File: config.mk
export PLATFORM = sky130hd
export DESIGN_NAME = elevator_ctrl_n
export DESIGN_NICKNAME = d
export VERILOG_FILES = /design/src/rtl/elevator_pkg.sv /design/src/rtl/elevator_seg7.sv /design/src/rtl/elevator_ctrl_n.sv
export SDC_FILE = /design/constraint.sdc
export NUM_CORES = 1
export LEC_CHECK = 0
export ABC_AREA = 0
export BUFFER_PORTS_ARGS = -buffer_cell sky130_fd_sc_hd__buf_2
export CORE_UTILIZATION = 35
export CTS_BUF_LIST = sky130_fd_sc_hd__clkbuf_8
export CTS_CLUSTER_SIZE = 16
export DETAILED_ROUTE_END_ITERATION = 8
export GPL_TIMING_DRIVEN = 0
export PLACE_DENSITY_LB_ADDON = 0.08
export SLEW_MARGIN = 15
export SYNTH_ARGS = -nofsm -noshare
export SYNTH_HDL_FRONTEND = slang
export SYNTH_SLANG_ARGS = --single-unit
File: constraint.sdc
create_clock -name clk -period 3.65 [get_ports clk]
set_clock_uncertainty 0.1 [all_clocks]
set_input_delay 0.365 -clock clk [delete_from_list [all_inputs] [get_ports clk]]
set_output_delay 0.365 -clock clk [all_outputs]
set_load 0.1 [all_outputs]
File: src/rtl/elevator_pkg.sv
// rtl/elevator_pkg.sv - shared state encoding and 7-segment patterns for the elevator controller
package elevator_pkg;

  typedef enum logic [1:0] {
    IDLE      = 2'd0,
    MOVE_UP   = 2'd1,
    MOVE_DOWN = 2'd2,
    DOOR_OPEN = 2'd3
  } state_e;

  // seg[6] = a ... seg[0] = g, active-high
  localparam logic [6:0] SEG_DIGIT [10] = '{
    7'b1111110, 7'b0110000, 7'b1101101, 7'b1111001, 7'b0110011,
    7'b1011011, 7'b1011111, 7'b1110000, 7'b1111111, 7'b1111011
  };
  localparam logic [6:0] SEG_DASH = 7'b0000001;

endpackage

File: src/rtl/elevator_seg7.sv
// rtl/elevator_seg7.sv - registered floor index to 7-segment decoder; floors >= 10 show a dash
module elevator_seg7 #(
  parameter int FLOOR_W = 2
) (
  input  logic               clk,
  input  logic               reset,
  input  logic [FLOOR_W-1:0] floor_i,
  output logic [6:0]         seg_o
);
  import elevator_pkg::*;

  logic [6:0] seg_d, seg_q;

  always_comb begin
    seg_d = SEG_DASH;
    for (int d = 0; d < 10; d++) begin
      if (int'(floor_i) == d) seg_d = SEG_DIGIT[d];
    end
  end

  always_ff @(posedge clk or posedge reset) begin
    if (reset) seg_q <= SEG_DIGIT[0];
    else       seg_q <= seg_d;
  end

  assign seg_o = seg_q;

endmodule

File: src/rtl/elevator_ctrl_n.sv
// rtl/elevator_ctrl_n.sv - N-floor SCAN elevator controller with timed travel and door intervals
// Optional SEG_DISPLAY_EN adds a registered 7-segment floor display output.
module elevator_ctrl_n #(
  parameter int NUM_FLOORS    = 4,
  parameter int TRAVEL_CYCLES = 8,
  parameter int DOOR_CYCLES   = 16
) (
  input  logic                          clk,
  input  logic                          reset,
  input  logic                          enable,
  input  logic [NUM_FLOORS-1:0]         call_req,
  output logic [$clog2(NUM_FLOORS)-1:0] floor_status,
  output logic                          door,
  output logic                          moving_up,
  output logic                          moving_down,
  output logic [NUM_FLOORS-1:0]         pending
`ifdef SEG_DISPLAY_EN
  ,
  output logic [6:0]                    seg
`endif
);
  import elevator_pkg::*;

  localparam int FLOOR_W = $clog2(NUM_FLOORS);
  localparam int TW      = (TRAVEL_CYCLES > 1) ? $clog2(TRAVEL_CYCLES) : 1;
  localparam int DW      = (DOOR_CYCLES > 1) ? $clog2(DOOR_CYCLES) : 1;
  localparam logic [TW-1:0] TRAVEL_LAST = TW'(TRAVEL_CYCLES - 1);
  localparam logic [DW-1:0] DOOR_LAST   = DW'(DOOR_CYCLES - 1);

  function automatic logic any_above(input logic [NUM_FLOORS-1:0] r, input logic [FLOOR_W-1:0] f);
    any_above = 1'b0;
    for (int i = 0; i < NUM_FLOORS; i++) if (r[i] && (i > int'(f))) any_above = 1'b1;
  endfunction

  function automatic logic any_below(input logic [NUM_FLOORS-1:0] r, input logic [FLOOR_W-1:0] f);
    any_below = 1'b0;
    for (int i = 0; i < NUM_FLOORS; i++) if (r[i] && (i < int'(f))) any_below = 1'b1;
  endfunction

  state_e                state_q, state_d;
  logic [FLOOR_W-1:0]    floor_q, floor_d, arr_floor;
  logic [TW-1:0]         travel_q, travel_d;
  logic [DW-1:0]         door_cnt_q, door_cnt_d;
  logic                  dir_up_q, dir_up_d;
  logic [NUM_FLOORS-1:0] pending_q, pending_d, req_eff;
  logic                  door_q, up_q, down_q;
  logic                  above, below, above_arr, below_arr, going_up;

  always_comb begin
    req_eff    = pending_q | call_req;
    going_up   = (state_q == MOVE_UP);
    arr_floor  = going_up ? floor_q + FLOOR_W'(1) : floor_q - FLOOR_W'(1);
    above      = any_above(req_eff, floor_q);
    below      = any_below(req_eff, floor_q);
    above_arr  = any_above(req_eff, arr_floor);
    below_arr  = any_below(req_eff, arr_floor);
    state_d    = state_q;
    floor_d    = floor_q;
    travel_d   = travel_q;
    door_cnt_d = door_cnt_q;
    dir_up_d   = dir_up_q;
    if (enable) begin
      case (state_q)
        IDLE: begin
          if (req_eff[floor_q]) begin
            state_d    = DOOR_OPEN;
            door_cnt_d = '0;
          end else if (above) begin
            state_d  = MOVE_UP;
            travel_d = '0;
          end else if (below) begin
            state_d  = MOVE_DOWN;
            travel_d = '0;
          end
        end
        MOVE_UP, MOVE_DOWN: begin
          if (travel_q == TRAVEL_LAST) begin
            floor_d  = arr_floor;
            travel_d = '0;
            dir_up_d = going_up;
            if (req_eff[arr_floor]) begin
              state_d    = DOOR_OPEN;
              door_cnt_d = '0;
            end else if (going_up ? above_arr : below_arr) begin
              state_d = state_q;
            end else if (going_up ? below_arr : above_arr) begin
              state_d = going_up ? MOVE_DOWN : MOVE_UP;
            end else begin
              state_d = IDLE;
            end
          end else begin
            travel_d = travel_q + TW'(1);
          end
        end
        DOOR_OPEN: begin
          // A hall call at the open floor extends the door instead of queuing
          if (call_req[floor_q]) begin
            door_cnt_d = '0;
          end else if (door_cnt_q == DOOR_LAST) begin
            travel_d = '0;
            if (dir_up_q ? above : below) begin
              state_d = dir_up_q ? MOVE_UP : MOVE_DOWN;
            end else if (dir_up_q ? below : above) begin
              state_d  = dir_up_q ? MOVE_DOWN : MOVE_UP;
              dir_up_d = ~dir_up_q;
            end else begin
              state_d = IDLE;
            end
          end else begin
            door_cnt_d = door_cnt_q + DW'(1);
          end
        end
        default: state_d = IDLE;
      endcase
    end
    pending_d = req_eff;
    if (state_d == DOOR_OPEN) pending_d[floor_d] = 1'b0;
  end

  always_ff @(posedge clk or posedge reset) begin
    if (reset) begin
      state_q    <= IDLE;
      floor_q    <= '0;
      travel_q   <= '0;
      door_cnt_q <= '0;
      dir_up_q   <= 1'b1;
      pending_q  <= '0;
      door_q     <= 1'b0;
      up_q       <= 1'b0;
      down_q     <= 1'b0;
    end else begin
      state_q    <= state_d;
      floor_q    <= floor_d;
      travel_q   <= travel_d;
      door_cnt_q <= door_cnt_d;
      dir_up_q   <= dir_up_d;
      pending_q  <= pending_d;
      door_q     <= (state_d == DOOR_OPEN);
      up_q       <= (state_d == MOVE_UP);
      down_q     <= (state_d == MOVE_DOWN);
    end
  end

  assign floor_status = floor_q;
  assign door         = door_q;
  assign moving_up    = up_q;
  assign moving_down  = down_q;
  assign pending      = pending_q;

`ifdef SEG_DISPLAY_EN
  elevator_seg7 #(.FLOOR_W(FLOOR_W)) u_seg7 (
    .clk     (clk),
    .reset   (reset),
    .floor_i (floor_q),
    .seg_o   (seg)
  );
`endif

endmodule

==> impl_metrics.yaml <==
detailed_routing:
  firstDrtPassIters: 4
  detail-route-antenna-nets: 0
  drc: 0
  vias: 1428
  drt_first_iter_violations: 124
  via_per_inst: 5.88
  wl_per_cell_um: 16.3
  wl_um: 3960
layout:
  final_nets: 212
  synthToLayoutAreaGrowth_pct: 11.4
  drive_gt1_frac: 0.215
  nFillCells: 427
  multi_input_area_um2: 1030
  seqCellArea_um2: 477
  antenna_cells: 0
place:
  hpwl_um: 3050
  io_buffer_count: 14
  gp_congestion: 0.897
clock_tree:
  ctsResizeCount: 0
  cts-buffers-inserted: 3
  htreeDepth: 1
  root_buffer: "clkbuf_8"
  cts_setup_buffers: 0
  cts.path.max_buffers: 2
  path_clk_slew_ns: 0.07
  cts_tree: "built"
  numClockSinks: 19
  cts_hold_buf: 0
  insertion_delay_ns: 0.25
synthesis:
  ys_seq_elements: 19
  syn-instance-count: 173
  synth.distinct_cells: 57
  synth_top_area_frac: 0.283
  yosysWarnings: 0
  syn_area_um2: 1590
  synth_top_area_cell: "dfrtp_1"
  synthArstFlopShare: 1.00
  synth-edff-count: 0
  syn_nets: 193
  synth_seq_area_share: 0.299
  synthFlopType: "dfrtp_1"
  synthTopCellsByCount: "dfrtp_1, ha_1, inv_1, a21oi_1, nand2_1"
  synth_area_leaders: "dfrtp_1, ha_1, a21oi_1"
  syn_area_per_cell_um2: 9.21
  yosysMostFrequentCell: "dfrtp_1"
worst_setup_path:
  cp-end-kind: "flop"
  crit_fanout: 10
  path_cells: "buf_2, inv_1, ha_1, buf_2, xor2_2, a22oi_1, o221a_1, nand3b_4, a21oi_2, nand3_1, o2bb2ai_1"
  critPathRequiredTime_ns: 3.71
  r2r_cells: 11
  rr_startpoint: "floor_status[0]$_DFF_PP0_"
  slowest_stage: "dfrtp_1"
  cpPeakStageDelay_ns: 0.48
  start_kind: "flop"
  critical_path.top_delay_family: "compound AO/OA/AOI/OAI gates"
  worstSetupPathType: "flop to flop"
  path_buf_inv: 3
  r2r_slack_ns: 0.42
  crit_cells: 11
  path_common_cell: "buf_2"
  crit-reg2reg-capture: "door_cnt_q[2]$_DFFE_PP0P_"
  arrival_ns: 3.30
timing:
  worst_pin_slew_ns: 0.683
  rsz0062_at_grt: "false"
  max_freq_mhz: 309
  max_slew_margin: 0.544
  fin_crit_sh: 0.886
  setup_tns_ns: 0
  setup_violations: 0
  period_needed_ns: 3.23
  final-max-slew-violation-count: 0
  hold_viol: 0
floorplan:
  start_util: 0.366
  rows: 24
  fp.dieH_um: 69.5
  num_io_pins: 16
  core-area_um2: 4350
  die-area_um2: 4830
  die_x_um: 69.5
status:
  status: "complete, no violations"
global_route:
  grt_pass1_wl_um: 6310
  grt_max_degree: 20
  track_usage: 0.162
  antenna_found_initial: 0
  grt_pass1_vias: 1292
  gr-total-overflow: 0
worst_hold_path:
  hold_path_class: "primary input to asynchronous set/reset pin"
job:
  drv_cap: 0
logic make-up (layout without fill, tap and decap cells):
| group | Yosys count | after routing | share of synthesized area |
|---|---|---|---|
| adders and majority gates | 13 | 13 | 0.102 |
| xor gates and xnor gates | 1 | 1 | 0.0102 |
| DFF | 19 | 19 | 0.299 |
| buffers and inverters | 20 | 38 | 0.0534 |
| muxes | 4 | 4 | 0.0416 |
| and+or+nand+nor | 51 | 51 | 0.193 |
| AOI/OAI and AO/OA | 65 | 65 | 0.301 |
cells in the final DEF (no fill, tap or decap), types with 4 or more instances in the layout:
cell	netlist	final
a21oi_1	12	12
a41oi_1	4	4
buf_2	2	16
dfrtp_1	18	18
ha_1	13	13
inv_1	13	13
nand2_1	12	12
nand2b_1	4	4
nand3_1	7	7
nor2_1	8	8
o21ai_0	10	10
o311a_1	4	4
worst max path at each step:
stage / from / endpoint / slack (ns)
global placement: floor_status[0]$_DFF_PP0_ / pending[0]$_DFF_PP0_ / 0.48
global route: floor_status[0]$_DFF_PP0_ / pending[0]$_DFF_PP0_ / 0.25
detailed placement: floor_status[0]$_DFF_PP0_ / door_cnt_q[2]$_DFFE_PP0P_ / 0.51
finish: floor_status[0]$_DFF_PP0_ / door_cnt_q[2]$_DFFE_PP0P_ / 0.42
floorplan: floor_status[0]$_DFF_PP0_ / pending[0]$_DFF_PP0_ / 0.24
CTS: floor_status[0]$_DFF_PP0_ / door_cnt_q[2]$_DFFE_PP0P_ / 0.47
stage by stage:
| stage | std cells | setup slack, ns | hold slack, ns | utilization | instance area, µm² |
|---|---|---|---|---|---|
| 2_1_floorplan | 173 | 0.241 | 0.215 | - | 1590 |
| 3_3_place_gp | 239 | 0.480 | 0.373 | 0.397 | 1730 |
| 3_5_place_dp | 239 | 0.505 | 0.381 | 0.397 | 1730 |
| 4_1_cts | 243 | 0.467 | 0.126 | 0.408 | 1780 |
| 5_1_grt | 243 | 0.254 | 0.162 | 0.408 | 1780 |
| 6_report | 243 | 0.417 | 0.106 | 0.408 | 1780 |
flip-flops by register name (all words and copies together), names as in the netlist:
register / count
door: 1
moving_down: 1
travel_q: 3
pending: 4
door_cnt_q: 4
state_q: 2
dir_up_q: 1
floor_status: 2
moving_up: 1
worst register-to-register path: stages (launching register included):
cell and delay, ns:
dfrtp_1 0.48, buf_2 0.28, inv_1 0.16, ha_1 0.31
buf_2 0.18, xor2_2 0.37, a22oi_1 0.15, o221a_1 0.32
nand3b_4 0.17, a21oi_2 0.26, nand3_1 0.17, o2bb2ai_1 0.21
cell type report:
class                           instances  area share
Buffer                                  5      0.0162
Clock buffer                            3      0.0233
Clock inverter                          1     0.00282
Inverter                               15      0.0317
Multi-Input combinational cell        134       0.581
Sequential cell                        19       0.268
Tap cell                               52      0.0366
Timing Repair Buffer                   14      0.0395
layer usage:
metal / routed length [µm] / up-vias / track usage
met2: 1730 / 39 / 0.236
li1: - / 697 / -
met3: 109 / 9 / 0.0145
met5: 0 / - / 0
met1: 2040 / 683 / 0.244
met4: 72 / 0 / 0.0635
Power is left out: the tool's default activity adds up to more than one toggle a clock period on the data nets, which glitch-free logic cannot reach.
